### src/rtl/pio_pkg.sv
`default_nettype none
// ============================================================================
// Module   : pio_pkg
// Purpose  : Shared definitions for the Avalon-MM PIO bank: register word
//            addresses, edge-detection mode encoding and the INFO magic byte.
// Revision : 1.0  initial release
// ============================================================================
package pio_pkg;

   localparam logic [2:0] ADDR_DATA_IN   = 3'd0;
   localparam logic [2:0] ADDR_DATA_OUT  = 3'd1;
   localparam logic [2:0] ADDR_EDGE_CAP  = 3'd2;
   localparam logic [2:0] ADDR_IRQ_MASK  = 3'd3;
   localparam logic [2:0] ADDR_OUT_SET   = 3'd4;
   localparam logic [2:0] ADDR_OUT_CLR   = 3'd5;
   localparam logic [2:0] ADDR_EDGE_MODE = 3'd6;
   localparam logic [2:0] ADDR_INFO      = 3'd7;

   // Encoding 3 is not named; the edge logic treats it as "both".
   typedef enum logic [1:0] {
      EM_RISE = 2'd0,
      EM_FALL = 2'd1,
      EM_BOTH = 2'd2
   } edge_mode_e;

   localparam logic [7:0] INFO_MAGIC = 8'h50;

endpackage
`default_nettype wire

### src/rtl/pio_debounce.sv
`default_nettype none
// ============================================================================
// Module   : pio_debounce
// Purpose  : Per-bit input conditioning: synchroniser, optional prescaled
//            debouncer and the debounced-value register with its primed flag.
// Config   : PIO_DEBOUNCE_EN  - when defined, a free-running prescaler
//            (0..DEB_CYCLES-1) samples the synchroniser and a bit only
//            changes after two consecutive agreeing samples. When undefined
//            the debounced register is the second synchroniser stage.
// Ports    : clk        system clock
//            rst        asynchronous active-high reset
//            i_in       asynchronous inputs, W bits
//            o_deb      debounced value (registered)
//            o_deb_nxt  value o_deb will take at the next clock edge
//            o_primed   set once the first qualified sample has been loaded
// Revision : 1.0  initial release
// ============================================================================
module pio_debounce
   import pio_pkg::*;
#(
   parameter int W          = 8,
   parameter int DEB_CYCLES = 50000
) (
   input  logic         clk,
   input  logic         rst,
   input  logic [W-1:0] i_in,
   output logic [W-1:0] o_deb,
   output logic [W-1:0] o_deb_nxt,
   output logic         o_primed
);

   logic [W-1:0] r_meta;
   logic [W-1:0] r_deb;
   logic         r_primed;
   logic [W-1:0] w_deb_nxt;
   logic         w_prime;

   always_ff @(posedge clk or posedge rst) begin
      if (rst) r_meta <= '0;
      else     r_meta <= i_in;
   end

`ifdef PIO_DEBOUNCE_EN
   localparam int CW = $clog2(DEB_CYCLES);

   logic [W-1:0]  r_sync;
   logic [CW-1:0] r_cnt;
   logic [W-1:0]  r_samp;
   logic          r_samp_vld;
   logic          w_tick;
   logic [W-1:0]  w_agree;

   assign w_tick  = (r_cnt == CW'(DEB_CYCLES - 1));
   // Bits whose current synchronised value matches the previous tick sample.
   assign w_agree = ~(r_sync ^ r_samp);

   always_ff @(posedge clk or posedge rst) begin
      if (rst) begin
         r_sync     <= '0;
         r_cnt      <= '0;
         r_samp     <= '0;
         r_samp_vld <= 1'b0;
      end else begin
         r_sync <= r_meta;
         if (w_tick) begin
            r_cnt      <= '0;
            r_samp     <= r_sync;
            r_samp_vld <= 1'b1;
         end else begin
            r_cnt <= r_cnt + CW'(1);
         end
      end
   end

   // r_samp_vld stops the reset value of r_samp from being taken as a real
   // sample. Priming waits until every bit agrees so the whole register is
   // loaded from a consistent snapshot.
   always_comb begin
      w_deb_nxt = r_deb;
      w_prime   = 1'b0;
      if (w_tick && r_samp_vld) begin
         if (!r_primed) begin
            if (&w_agree) begin
               w_deb_nxt = r_sync;
               w_prime   = 1'b1;
            end
         end else begin
            w_deb_nxt = (r_deb & ~w_agree) | (r_sync & w_agree);
         end
      end
   end
`else
   logic r_meta_vld;

   // r_meta holds a real input sample only after its first clock; priming
   // from it earlier would load reset zeros and fake a rising edge later.
   always_ff @(posedge clk or posedge rst) begin
      if (rst) r_meta_vld <= 1'b0;
      else     r_meta_vld <= 1'b1;
   end

   always_comb begin
      w_deb_nxt = r_meta_vld ? r_meta : r_deb;
      w_prime   = r_meta_vld && !r_primed;
   end
`endif

   always_ff @(posedge clk or posedge rst) begin
      if (rst) begin
         r_deb    <= '0;
         r_primed <= 1'b0;
      end else begin
         r_deb <= w_deb_nxt;
         if (w_prime) r_primed <= 1'b1;
      end
   end

   assign o_deb     = r_deb;
   assign o_deb_nxt = w_deb_nxt;
   assign o_primed  = r_primed;

endmodule
`default_nettype wire

### src/rtl/avmm_pio_bank.sv
`default_nettype none
// ============================================================================
// Module   : avmm_pio_bank
// Purpose  : Avalon-MM PIO peripheral: conditioned inputs with per-bit edge
//            capture, outputs with atomic set/clear and one maskable level IRQ.
// Config   : PIO_DEBOUNCE_EN  - enables the prescaled input debouncer and
//            reports DEB_EN=1 in INFO[23:16].
// Ports    : clk            system clock
//            reset          asynchronous active-high reset
//            avs_address    word address (3 bits)
//            avs_read       read strobe, readdata valid one cycle later
//            avs_write      write strobe, takes effect on the write cycle
//            avs_writedata  write data (32 bits)
//            avs_readdata   registered read data (32 bits)
//            pio_in         asynchronous external inputs, IN_WIDTH bits
//            pio_out        registered outputs, OUT_WIDTH bits
//            irq            registered level interrupt
// Revision : 1.0  initial release
// ============================================================================
module avmm_pio_bank
   import pio_pkg::*;
#(
   parameter int                   IN_WIDTH      = 8,
   parameter int                   OUT_WIDTH     = 32,
   parameter logic [OUT_WIDTH-1:0] OUT_RESET_VAL = '0,
   parameter int                   DEB_CYCLES    = 50000
) (
   input  logic                 clk,
   input  logic                 reset,
   input  logic [2:0]           avs_address,
   input  logic                 avs_read,
   input  logic                 avs_write,
   input  logic [31:0]          avs_writedata,
   output logic [31:0]          avs_readdata,
   input  logic [IN_WIDTH-1:0]  pio_in,
   output logic [OUT_WIDTH-1:0] pio_out,
   output logic                 irq
);

`ifdef PIO_DEBOUNCE_EN
   localparam int c_deb_en = 1;
`else
   localparam int c_deb_en = 0;
`endif

   logic [31:0]          r_rdata;
   logic [OUT_WIDTH-1:0] r_out;
   logic [IN_WIDTH-1:0]  r_ecap;
   logic [IN_WIDTH-1:0]  r_mask;
   logic [1:0]           r_emode;
   logic                 r_irq;

   logic [IN_WIDTH-1:0]  w_deb;
   logic [IN_WIDTH-1:0]  w_deb_nxt;
   logic                 w_primed;
   logic [IN_WIDTH-1:0]  w_chg;
   logic [IN_WIDTH-1:0]  w_cap;
   logic [IN_WIDTH-1:0]  w_w1c;
   logic [31:0]          w_rdata;

   pio_debounce #(
      .W          (IN_WIDTH),
      .DEB_CYCLES (DEB_CYCLES)
   ) u_deb (
      .clk       (clk),
      .rst       (reset),
      .i_in      (pio_in),
      .o_deb     (w_deb),
      .o_deb_nxt (w_deb_nxt),
      .o_primed  (w_primed)
   );

   // Edges are taken from the value about to be loaded so EDGE_CAP sets on
   // the same clock as the debounced register. The priming load is excluded.
   assign w_chg = w_primed ? (w_deb_nxt ^ w_deb) : '0;

   always_comb begin
      w_cap = '0;
      case (r_emode)
         EM_RISE: w_cap = w_chg & w_deb_nxt;
         EM_FALL: w_cap = w_chg & ~w_deb_nxt;
         default: w_cap = w_chg;
      endcase
   end

   assign w_w1c = (avs_write && (avs_address == ADDR_EDGE_CAP))
                  ? avs_writedata[IN_WIDTH-1:0] : '0;

   always_ff @(posedge clk or posedge reset) begin
      if (reset) begin
         r_out   <= OUT_RESET_VAL;
         r_mask  <= '0;
         r_emode <= '0;
      end else if (avs_write) begin
         case (avs_address)
            ADDR_DATA_OUT:  r_out   <= avs_writedata[OUT_WIDTH-1:0];
            ADDR_OUT_SET:   r_out   <= r_out | avs_writedata[OUT_WIDTH-1:0];
            ADDR_OUT_CLR:   r_out   <= r_out & ~avs_writedata[OUT_WIDTH-1:0];
            ADDR_IRQ_MASK:  r_mask  <= avs_writedata[IN_WIDTH-1:0];
            ADDR_EDGE_MODE: r_emode <= avs_writedata[1:0];
            default: ;
         endcase
      end
   end

   // A new edge in the same cycle as its W1C wins: set is applied after clear.
   always_ff @(posedge clk or posedge reset) begin
      if (reset) begin
         r_ecap <= '0;
         r_irq  <= 1'b0;
      end else begin
         r_ecap <= (r_ecap & ~w_w1c) | w_cap;
         r_irq  <= |(r_ecap & r_mask);
      end
   end

   always_comb begin
      w_rdata = '0;
      case (avs_address)
         ADDR_DATA_IN:   w_rdata = 32'(w_deb);
         ADDR_DATA_OUT:  w_rdata = 32'(r_out);
         ADDR_EDGE_CAP:  w_rdata = 32'(r_ecap);
         ADDR_IRQ_MASK:  w_rdata = 32'(r_mask);
         ADDR_EDGE_MODE: w_rdata = 32'(r_emode);
         ADDR_INFO:      w_rdata = {INFO_MAGIC, 8'(c_deb_en), 8'(OUT_WIDTH), 8'(IN_WIDTH)};
         default:        w_rdata = '0;
      endcase
   end

   always_ff @(posedge clk or posedge reset) begin
      if (reset)         r_rdata <= '0;
      else if (avs_read) r_rdata <= w_rdata;
   end

   assign avs_readdata = r_rdata;
   assign pio_out      = r_out;
   assign irq          = r_irq;

endmodule
`default_nettype wire
### config.mk
export PLATFORM = sky130hd
export DESIGN_NAME = avmm_pio_bank
export DESIGN_NICKNAME = d
export VERILOG_FILES = /design/src/rtl/pio_pkg.sv /design/src/rtl/pio_debounce.sv /design/src/rtl/avmm_pio_bank.sv
export SDC_FILE = /design/constraint.sdc
export NUM_CORES = 1
export LEC_CHECK = 0
export CORE_MARGIN = 2
export CORE_UTILIZATION = 53
export DETAILED_ROUTE_END_ITERATION = 10
export HOLD_SLACK_MARGIN = 0.12
export PLACE_DENSITY = 0.95
export SETUP_SLACK_MARGIN = 0.1
export SLEW_MARGIN = 20
export SYNTH_ARGS = -nofsm -noshare
export SYNTH_HDL_FRONTEND = slang
export SYNTH_SLANG_ARGS = --single-unit
export TNS_END_PERCENT = 5
### constraint.sdc
create_clock -name clk -period 9.4 [get_ports clk]
set_input_delay 2.35 -clock clk [delete_from_list [all_inputs] [get_ports clk]]
set_output_delay 2.35 -clock clk [all_outputs]
set_load 0.05 [all_outputs]
# Yosys cells after proc, flatten, opt, wreduce, memory -nomap -nowiden
# Cells that the tools add are included.
dict set report totals {
  regBits 101
  wordCells 45
  out_inout_bits 65
  input_bits 47
}
dict set report classes {
  n_reduce_logical 10
  bitwise_logic 11
  muxes 6
  eq_ne 8
}
# cell count
set ops {}
lappend ops {{$pmux W32 S6} 1}
lappend ops {{$pmux W32 S3} 1}
lappend ops {{$and A32 B32 Y32} 1}
lappend ops {{$and A8 B8 Y8} 4}
lappend ops {{$not A32 Y32} 1}
lappend ops {{$or A32 B32 Y32} 1}
lappend ops {{$mux W8} 3}
lappend ops {{$not A8 Y8} 2}
lappend ops {{$pmux W8 S2} 1}
lappend ops {{$eq A3 B3 Y1 const B} 4}
lappend ops {{$or A8 B8 Y8} 1}
lappend ops {{$reduce_or A8 Y1} 1}
lappend ops {{$xor A8 B8 Y8} 1}
lappend ops {{$eq A3 B2 Y1 const B} 2}
lappend ops {{$reduce_and A2 Y1} 3}
lappend ops {{$eq A3 B1 Y1 const B} 1}
lappend ops {{$logic_not A3 Y1} 1}
lappend ops {{$reduce_bool A3 Y1} 1}
lappend ops {{$eq A2 B1 Y1 const B} 1}
lappend ops {{$logic_and A1 B1 Y1} 2}
lappend ops {{$logic_not A2 Y1} 1}
lappend ops {{$logic_not A1 Y1} 1}

# Logic depth before layout (Yosys ltp)
# Gate-level depths: netlist of the first run.
dict set report depth {
  word_depth 6
  mapped_depth 6
  depth_no_buf 4
}

# Modules after synthesis
# From an unflattened synthesis of the first run, not the netlist that was laid out.
dict set report unflattened {
  cells_unflattened 378
  hier_area_um2 4655.7
}
# module seq_area_each_um2 area_per_inst_um2 cells_per_inst instances
set modules_own_cells {}
lappend modules_own_cells {avmm_pio_bank 2077.0 4060.1 348 1}
lappend modules_own_cells {pio_debounce 450.4 595.6 30 1}

# Worst setup path before layout of the first run
# Ideal clock, no wire load.
dict set report synth_path {
  kind {input to register}
  startpoint {input avs_address[1]}
  endpoint {register r_rdata[3] (netlist: avs_readdata[3])}
  stages 5
  path_slack_ns 6.082
  required_time_ns 9.275
  t_arrival_ns 3.193
  path_buffers 1
  setup_ns 0.125
  cell_sequence {buf_6 > mux2_2 > nand2_1 > nand3_1 > mux2_2}
}
dict set report synth_between {
  elab_chain_cells 2
  elab_cells_between_ends 7
  classes_between {eq/ne (5); mux (1); reduce/logical (1)}
}
# element line
set synth_rtl {}
lappend synth_rtl {{start: declaration} avmm_pio_bank.sv:30} ;# input logic [2:0] avs_address,
lappend synth_rtl {{$eq A3 B3 Y1, or another cell as far along} avmm_pio_bank.sv:119} ;# case (avs_address)
lappend synth_rtl {{$pmux W32 S6 (*)} avmm_pio_bank.sv:119}
lappend synth_rtl {{end signal: assignment} avmm_pio_bank.sv:132} ;# else if (avs_read) r_rdata <= w_rdata;
lappend synth_rtl {{end: declaration} avmm_pio_bank.sv:46} ;# logic [31:0] r_rdata;
# Mark *: on every way between the ends. The rest lies on a longest branch, timed or not.
# A chain may end at the register's enable or synchronous reset.

# Worst setup path after layout of the first run
dict set report layout_path {
  startpoint {input avs_address[1]}
  endpoint {register r_out[27] (netlist: pio_out[27])}
}
dict set report layout_between {
  elab_chain_cells 3
  elab_cells_between_ends 6
  classes_between {eq/ne (3); mux (1); reduce/logical (2)}
}
# element line
set layout_rtl {}
lappend layout_rtl {{$eq A3 B1 Y1 / $eq A3 B3 Y1 (equally long branches)} avmm_pio_bank.sv:95} ;# case (avs_address)
lappend layout_rtl {{$reduce_bool A3 Y1 (no source line)} n/a}
lappend layout_rtl {{$reduce_and A2 Y1 (no source line)} n/a}
lappend layout_rtl {{end signal: assignment} avmm_pio_bank.sv:96} ;# ADDR_DATA_OUT: r_out <= avs_writedata[OUT_WIDTH-1:0];
lappend layout_rtl {{end signal: assignment} avmm_pio_bank.sv:97} ;# ADDR_OUT_SET: r_out <= r_out | avs_writedata[OUT_WIDTH-1:0];
lappend layout_rtl {{end signal: assignment} avmm_pio_bank.sv:98} ;# ADDR_OUT_CLR: r_out <= r_out & ~avs_writedata[OUT_WIDTH-1:0];
lappend layout_rtl {{end: declaration} avmm_pio_bank.sv:47} ;# logic [OUT_WIDTH-1:0] r_out;
# Parallel ways exist; a longest one is shown, timed or not.

==> impl_metrics.py, run 1 <==
metrics = {
    "status": {
        "status": "completed",
    },
    "global_routing": {
        "grt_overflow": 0,
        "gr-usage-all-layers_pct": 26.69,
        "grt_pass1_wl_mm": 18.53,
        "antenna_found_initial": 0,
        "grt_pass1_vias": 3775,
        "grt_start_max_net_pins": 54,
    },
    "floorplan": {
        "die_w_um": 96.55,
        "die_h_um": 96.55,
        "io_pins": 112,
        "rows": 33,
        "dieArea_um2": 9321,
        "core-area_um2": 8258,
        "floorplan.initialDensity_pct": 54.97,
    },
    "final_layout": {
        "antenna_cells": 0,
        "layout.nets": 568,
        "post_layout_nonfiller_instances": 631,
        "drive_gt1_share_pct": 12.93,
        "n_fill_cell": 564,
        "multiInputGateArea_um2": 1742,
        "seq_area_um2": 2527,
        "syn2layout_area_growth_pct": 30.90,
    },
    "logic_synthesis": {
        "synth_area_leaders": "dfrtp_1 (56%), a21oi_1 (6.1%), mux2_2 (5.7%)",
        "async_reset_ff_share_pct": 100.0,
        "synth.largest_area_cell": "dfrtp_1",
        "ys_top_cells_by_count": "dfrtp_1 (101), a21oi_1 (55), nand2_1 (43)",
        "ys_seq_area_share_pct": 55.68,
        "synth_top_area_share_pct": 55.68,
        "yosysWarnings": 0,
        "synth-edff-count": 0,
        "synth_nets": 464,
        "synth_cell_types": 39,
        "synth_area_um2": 4539,
        "avgSynthCellArea_um2": 10.89,
        "synth-main-ff-cell": "dfrtp_1",
        "ys_ff_latch": 101,
        "yosysMostFrequentCell": "dfrtp_1",
        "synthCells": 417,
    },
    "sta": {
        "finalSetupViolations": 0,
        "max_freq_ghz": 0.2081,
        "rsz0062_at_grt": "false",
        "tns_ns": 0,
        "worst-slew-pin-transition_ns": 0.9473,
        "fin_ws_ns": 4.594,
        "finalCritPeriodShare_pct": 51.12,
        "hold_viol": 0,
        "maxSlewViolCount": 0,
        "period_needed_ns": 4.806,
        "skew_ns": 0.006057,
        "slew_headroom_pct": 36.65,
        "timing.hold.ws_ns": 0.5056,
    },
    "placement": {
        "dpl.hpwl_mm": 8.067,
        "dpl.cell_count": 615,
        "place_ws_ns": 4.237,
        "place_congestion": 0.8555,
        "io_buffers": 111,
    },
    "power": {
        "p_int_uw": 807.0,
        "netSwitchingFraction_pct": 33.95,
        "switching_power_uw": 414.7,
        "p_seq_share_pct": 44.3,
        "peakVddDrop_uv": 114.2,
        "power.density_nw_per_um2": 205.6,
        "combPwrFrac_pct": 28.8,
        "power.share.clock_pct": 27.0,
        "power.total_mw": 1.222,
        "leakage_nw": 2.397,
    },
    "job": {
        "maxCapViolCount": 0,
    },
    "clock_network": {
        "path_clk_slew_ns": 0.09,
        "cts_resized": 0,
        "numClockSinks": 101,
        "cts_root_buf": "clkbuf_8",
        "hold_buffers": 0,
        "cts_buffer_depth": 2,
        "cts_buffers": 9,
        "htreeDepth": 3,
        "cts_setup_buffers": 0,
        "clock_latency_ns": 0.36,
        "cts_tree": "yes",
    },
    "detailed_routing": {
        "drt_iter0_drc": 318,
        "avgRoutedWirePerCell_um": 18.65,
        "drtPass1Iterations": 5,
        "antenna_left": 0,
        "drc": 0,
        "avgViaCountPerCell": 5.897,
        "num_vias": 3721,
        "wl_mm": 11.77,
    },
    "worst_setup_path": {
        "crit_slowest_cell": "clkdlybuf4s50_1",
        "crit_fanout": 20,
        "worstSetupEndpointType": "flop",
        "path_class": "in -> reg",
        "critPathArrivalTime_ns": 5.02,
        "crit_chain": "clkdlybuf4s50_1 > and3b_1 > and2_1 > a211oi_1",
        "critPathMaxStageDelay_ns": 0.89,
        "required_ns": 9.61,
        "startpoint_type": "primary input",
    },
    "min_path": {
        "hold_path_class": "reg -> reg",
    },
}
==> layout make-up <==
| type | count | share of cell area (%) |
|---|---|---|
| clock buffers | 10 | 2.316 |
| clock inverters | 6 | 1.853 |
| inverters | 36 | 2.316 |
| multi-input cells | 256 | 29.31 |
| flip-flops and latches | 101 | 42.54 |
| well taps | 105 | 2.211 |
| repair buffers | 117 | 19.46 |
==> metal layers <==
metal  wire length [um]  global-route usage [%]  vias up  share of wire (%)
met3               1037                   4.422       31                8.8
li1                   -                       -     1649                  -
met2               5897                   45.37      217                 50
met5                  0                       0        -                  0
met4                324                   12.44        0                2.8
met1               4510                   33.51     1824                 38
==> metrics by stage <==
stage / instance area [um^2] / utilization, %
floorplan: 4539 / -
global placement: 5694 / 68.95
detailed placement: 5694 / 68.95
CTS: 5942 / 71.95
global route: 5942 / 71.95
finish: 5942 / 71.95
==> worst max-delay path: cells and delay by family <==
kind	cells	cell delay, ns
buffers and inverters	1	0.89
AOI/OAI and AO/OA	1	0.20
and+or+nand+nor	2	1.57
==> registers in the layout, summed over array words and instances (netlist names) <==
name	flops
r_emode	2
u_deb.r_meta	8
u_deb.o_deb	8
avs_readdata	32
irq	1
u_deb.o_primed	1
r_ecap	8
u_deb.r_meta_vld	1
pio_out	32
r_mask	8
==> worst paths after layout <==
path,from,to,slack [ns],cells after the start
max,avs_address[1],pio_out[27]$_DFFE_PP0P_,4.59,4
min,avs_readdata[0]$_DFFE_PP0P_,avs_readdata[0]$_DFFE_PP0P_,0.51,1
max reg2reg,r_emode[0]$_DFFE_PP0P_,r_ecap[2]$_DFF_PP0_,7.84,3
min reg2reg,avs_readdata[0]$_DFFE_PP0P_,avs_readdata[0]$_DFFE_PP0P_,0.51,1
max in group asynchronous,reset,r_ecap[2]$_DFF_PP0_,5.88,3
min in group asynchronous,reset,avs_readdata[22]$_DFFE_PP0P_,2.41,2
==> power by group through the flow <==
stage / Sequential (mW) / Clock [mW] / Combinational, mW
6_report: 0.541 / 0.330 / 0.351
5_1_grt: 0.547 / 0.352 / 0.372
4_1_cts: 0.539 / 0.332 / 0.353
3_5_place_dp: 0.547 / 0 / 0.350
3_3_place_gp: 0.542 / 0 / 0.340
2_1_floorplan: 0.650 / 0 / 0.113
==> cells in the final DEF (no fill, tap or decap), types with 6 or more instances in the layout <==
| cell type | netlist | routed |
|---|---|---|
| inv_1 | 36 | 35 |
| nand2_1 | 43 | 43 |
| o22ai_1 | 15 | 15 |
| clkbuf_8 | 0 | 10 |
| mux2_2 | 23 | 23 |
| a21oi_1 | 55 | 55 |
| clkdlybuf4s50_1 | 0 | 111 |
| nand2b_1 | 8 | 8 |
| a211oi_2 | 12 | 12 |
| buf_4 | 4 | 6 |
| nor2_1 | 18 | 18 |
| xnor2_1 | 19 | 19 |
| dfrtp_1 | 101 | 101 |
| o21ai_0 | 20 | 20 |
| a32o_1 | 7 | 7 |
==> cell families after synthesis <==
| group | share of synthesized area [%] |
|---|---|
| DFF | 55.68 |
| other | 0.08261 |
| buffers and inverters | 5.954 |
| xor gates and xnor gates | 3.666 |
| muxes | 8.407 |
| AOI/OAI and AO/OA | 17.56 |
| and+or+nand+nor | 8.655 |
No activity file was read; power rests on OpenSTA's default activity.
==> run 2: changes to the inputs <==
- CORE_UTILIZATION: 53 -> 45
- PLACE_DENSITY: 0.95 -> 0.87
- clock period: 9.4 -> 4.13 ns (I/O delays scaled with it)
==> impl_metrics.py, run 2 (same netlist as run 1, synthesis figures left out) <==
metrics = {
    "clock_network": {
        "htreeDepth": 3,
        "cts_buffer_depth": 2,
        "cts_setup_buffers": 0,
        "cts_tree": "yes",
        "cts_buffers": 9,
        "cts_root_buf": "clkbuf_8",
        "hold_buffers": 0,
        "clock_latency_ns": 0.36,
        "path_clk_slew_ns": 0.09,
        "numClockSinks": 101,
        "cts_resized": 0,
    },
    "power": {
        "power.share.clock_pct": 22.0,
        "p_seq_share_pct": 47.3,
        "netSwitchingFraction_pct": 35.97,
        "switching_power_uw": 931.2,
        "leakage_nw": 2.383,
        "peakVddDrop_uv": 188.8,
        "combPwrFrac_pct": 30.7,
        "power.density_nw_per_um2": 436.8,
        "p_int_mw": 1.658,
    },
    "final_layout": {
        "seq_area_um2": 2527,
        "final_common_cell": "clkdlybuf4s50_1",
        "final_cell_mix": "clkdlybuf4s50_1 (111), dfrtp_1 (101), a21oi_1 (55)",
        "multiInputGateArea_um2": 1742,
        "post_layout_nonfiller_instances": 662,
        "n_fill_cell": 809,
        "drive_gt1_share_pct": 13.23,
        "fin_util_pct": 60.65,
        "antenna_cells": 0,
        "syn2layout_area_growth_pct": 30.60,
        "layout.nets": 571,
    },
    "sta": {
        "slew_headroom_pct": 48.57,
        "worst-slew-pin-transition_ns": 0.7714,
        "finalSetupViolations": 0,
        "maxSlewViolCount": 0,
        "finalCritPeriodShare_pct": 73.65,
        "hold_viol": 0,
        "fin_ws_ns": 1.088,
        "timing.hold.ws_ns": 0.4897,
        "max_freq_ghz": 0.3288,
        "period_needed_ns": 3.042,
        "tns_ns": 0,
        "rsz0062_at_grt": "false",
        "skew_ns": 0.008951,
    },
    "global_routing": {
        "grt_start_max_net_pins": 49,
        "antenna_found_initial": 0,
        "grt_overflow": 0,
        "gr-usage-all-layers_pct": 21.35,
        "grt_pass1_wl_mm": 18.61,
        "grt_pass1_vias": 3585,
    },
    "worst_setup_path": {
        "startpoint_type": "primary input",
        "critPathArrivalTime_ns": 3.30,
        "worstSetupEndpointType": "flop",
        "timing.critical_path.mode_cell": "a21oi_1",
        "required_ns": 4.39,
        "critPathMaxStageDelay_ns": 0.81,
        "path_delay_family": "buffers and inverters",
        "crit_fanout": 17,
        "crit_chain": "clkdlybuf4s50_1 > nor2_1 > nor3b_4 > buf_4 > a21oi_1 > a21oi_1",
        "path_class": "in -> reg",
        "crit_slowest_cell": "clkdlybuf4s50_1",
        "critical_path_buf_inv_count": 2,
    },
    "floorplan": {
        "die_h_um": 104.4,
        "rows": 36,
        "die_w_um": 104.4,
        "core-area_um2": 9774,
        "floorplan.initialDensity_pct": 46.44,
        "dieArea_um2": 10910,
        "io_pins": 112,
    },
    "placement": {
        "dpl.cell_count": 646,
        "io_buffers": 111,
        "place_congestion": 0.8573,
        "place_ws_ns": 0.7505,
        "dpl.hpwl_mm": 8.384,
    },
    "detailed_routing": {
        "avgViaCountPerCell": 5.523,
        "wl_mm": 11.22,
        "drt_iter0_drc": 226,
        "num_vias": 3656,
        "drtPass1Iterations": 4,
        "drc": 0,
        "antenna_left": 0,
        "avgRoutedWirePerCell_um": 16.95,
    },
    "job": {
        "maxCapViolCount": 0,
    },
    "min_path": {
        "hold_path_class": "reg -> reg",
    },
    "status": {
        "status": "completed",
    },
}
[run 2: cell types whose count changed in the layout (fill, tap and decap cells not counted), sizes merged]
cell and change:
bufinv -3, clkinvlp -1, clkbuf +1, clkinv +2, inv +1, buf +3
[run 2: area by class of cell]
class                   count  area share (%)
repair buffers            120           19.88
clock inverters             5          0.5910
flip-flops and latches    101           42.63
well taps                 133           2.807
multi-input cells         256           29.38
clock buffers              11           2.385
inverters                  36           2.322
[run 2: worst paths after layout]
path                            cells after the start                           to  slack (ns)                         from
max in group asynchronous                           3       pio_out[6]$_DFFE_PP0P_        2.25                        reset
worst max register to register                      3          r_ecap[2]$_DFF_PP0_        2.69       r_emode[0]$_DFFE_PP0P_
worst max-delay path                                6      pio_out[10]$_DFFE_PP0P_        1.09               avs_address[0]
min in group asynchronous                           2      pio_out[24]$_DFFE_PP0P_        1.08                        reset
worst min register to register                      1  avs_readdata[0]$_DFFE_PP0P_        0.49  avs_readdata[0]$_DFFE_PP0P_
worst min-delay path                                1  avs_readdata[0]$_DFFE_PP0P_        0.49  avs_readdata[0]$_DFFE_PP0P_
[run 2: stage by stage]
stage / area, um^2 / power [mW]
CTS: 5928 / 2.606
detailed placement: 5752 / 2.040
finish: 5928 / 2.589
global placement: 5752 / 2.010
global route: 5928 / 2.707
floorplan: 4539 / 1.738
[run 2: power by group through the flow]
stage,logic [mW],clock network (mW),registers (mW)
floorplan,0.258,0,1.48
global placement,0.778,0,1.23
detailed placement,0.799,0,1.24
CTS,0.801,0.583,1.22
global route,0.841,0.624,1.24
finish,0.795,0.570,1.22
[run 2: per-layer routing]
layer / routed length [um] / GRT usage, %
met1: 4721 / 28.55
met5: 0 / 0
met2: 5552 / 34.97
met4: 286 / 8.205
met3: 659 / 3.446
[run 2: worst reg2reg max path, delay by kind of cell (launching register included)]
| family | cells | cell delay [ns] |
|---|---|---|
| and+or+nand+nor | 1 | 0.44 |
| DFF | 1 | 0.43 |
| AOI/OAI and AO/OA | 2 | 0.46 |
==> run 3: changes to the inputs <==
- clock period: 4.13 -> 2.6 ns (I/O delays scaled with it)
==> impl_metrics.py, run 3 (same netlist as run 1, synthesis figures left out) <==
metrics = {
    "final_layout": {
        "seq_area_um2": 2527,
        "drive_gt1_share_pct": 14.55,
        "syn2layout_area_growth_pct": 33.38,
        "layout.nets": 578,
        "multiInputGateArea_um2": 1742,
        "final_common_cell": "clkdlybuf4s50_1",
        "antenna_cells": 0,
        "n_fill_cell": 755,
        "fin_util_pct": 61.94,
        "final_cell_mix": "clkdlybuf4s50_1 (111), dfrtp_1 (101), a21oi_1 (55)",
    },
    "clock_network": {
        "numClockSinks": 101,
        "cts_buffers": 9,
        "clock_latency_ns": 0.37,
        "hold_buffers": 0,
        "htreeDepth": 3,
        "cts_root_buf": "clkbuf_8",
        "path_clk_slew_ns": 0.09,
        "cts_resized": 0,
        "cts_setup_buffers": 0,
        "cts_buffer_depth": 2,
        "cts_tree": "yes",
    },
    "power": {
        "p_seq_share_pct": 45.0,
        "switching_power_mw": 1.509,
        "power.share.clock_pct": 25.6,
        "p_int_mw": 2.834,
        "netSwitchingFraction_pct": 34.75,
        "power.density_nw_per_um2": 717.3,
        "combPwrFrac_pct": 29.4,
        "peakVddDrop_uv": 308.6,
        "leakage_nw": 2.445,
    },
    "sta": {
        "tns_ns": 0,
        "skew_ns": 0.01038,
        "worst-slew-pin-transition_ns": 0.6543,
        "period_needed_ns": 2.311,
        "slew_headroom_pct": 56.29,
        "max_freq_ghz": 0.4328,
        "finalCritPeriodShare_pct": 88.87,
        "timing.hold.ws_ns": 0.4883,
        "finalSetupViolations": 0,
        "rsz0062_at_grt": "false",
        "hold_viol": 0,
        "maxSlewViolCount": 0,
    },
    "worst_setup_path": {
        "required_ns": 1.95,
        "reg2reg_depth": 3,
        "crit_fanout": 4,
        "path_delay_family": "buffers and inverters",
        "critical_path_buf_inv_count": 1,
        "worstSetupEndpointType": "primary output",
        "r2r_slack_ns": 1.23,
        "startpoint_type": "flop",
        "reg2reg_from": "r_emode[0]$_DFFE_PP0P_",
        "critPathMaxStageDelay_ns": 0.84,
        "reg2reg_to": "r_ecap[3]$_DFF_PP0_",
        "path_class": "reg -> out",
        "critPathArrivalTime_ns": 1.66,
        "crit_chain": "clkdlybuf4s50_1",
        "crit_slowest_cell": "clkdlybuf4s50_1",
    },
    "floorplan": {
        "die_h_um": 104.4,
        "dieArea_um2": 10910,
        "core-area_um2": 9774,
        "floorplan.initialDensity_pct": 46.44,
        "io_pins": 112,
        "die_w_um": 104.4,
        "rows": 36,
    },
    "placement": {
        "io_buffers": 111,
        "place_congestion": 0.9484,
        "dpl.hpwl_mm": 8.621,
    },
    "job": {
        "maxCapViolCount": 0,
    },
    "detailed_routing": {
        "drt_iter0_drc": 249,
        "drtPass1Iterations": 6,
        "num_vias": 3691,
        "avgRoutedWirePerCell_um": 17.49,
        "drc": 0,
        "avgViaCountPerCell": 5.517,
        "wl_mm": 11.70,
        "antenna_left": 0,
    },
    "min_path": {
        "hold_path_class": "reg -> reg",
        "hp-start": "avs_readdata[0]$_DFFE_PP0P_",
        "hold-path-endpoint": "avs_readdata[0]$_DFFE_PP0P_",
        "hold_path_depth": 1,
    },
    "global_routing": {
        "grt_pass1_wl_mm": 19.00,
        "gr-usage-all-layers_pct": 21.96,
        "grt_start_max_net_pins": 34,
        "grt_overflow": 0,
        "antenna_found_initial": 0,
        "grt_pass1_vias": 3639,
    },
    "status": {
        "status": "completed",
    },
}
[run 3: area by class of cell]
class	count	share of cell area (%)
clock buffer	10	2.273
clock inverter	6	1.426
inverter	36	2.294
multi-input combinational	256	28.77
sequential	101	41.74
tap	133	2.749
timing repair buffer	127	20.75
[run 3: routing by layer]
metal | vias to the layer above | GRT usage [%] | share of wire, %
met5 | - | 0 | 0
met4 | 0 | 6.467 | 1.8
met3 | 19 | 5.075 | 7.2
met2 | 162 | 36.18 | 50
met1 | 1837 | 29.01 | 41
li1 | 1673 | - | -
[run 3: power by group through the flow]
stage               combinational, mW  sequential [mW]  clock [mW]
global placement                 1.25             1.97           0
floorplan                       0.410             2.35           0
finish                           1.28             1.95        1.11
global route                     1.35             1.98        1.19
detailed placement               1.28             1.98           0
CTS                              1.29             1.95        1.13
[run 3: worst max-delay path by stage]
stage / endpoint / from / slack, ns / depth (start not counted)
2_1_floorplan: avs_readdata[0]$_DFFE_PP0P_ / reset / 0.75 / 1
3_5_place_dp: pio_out[31]$_DFFE_PP0P_ / avs_address[1] / 0.20 / 6
4_1_cts: pio_out[2] / pio_out[2]$_DFFE_PP0P_ / 0.27 / 1
6_report: pio_out[2] / pio_out[2]$_DFFE_PP0P_ / 0.29 / 1
5_1_grt: pio_out[2] / pio_out[2]$_DFFE_PP0P_ / 0.24 / 1
3_3_place_gp: r_ecap[2]$_DFF_PP0_ / avs_address[1] / 0.29 / 6
[run 3: per-stage QoR]
step                      cell area [um^2]  std cells  power [mW]  setup WS (ns)
final                                 6055        669       4.343         0.2893
after global routing                  6055        669       4.524         0.2357
after CTS                             6055        669       4.361         0.2682
after detailed placement              5831        653       3.258         0.1963
after global placement                5831        653       3.214         0.2933
after floorplan                       4543        417       2.762         0.7464
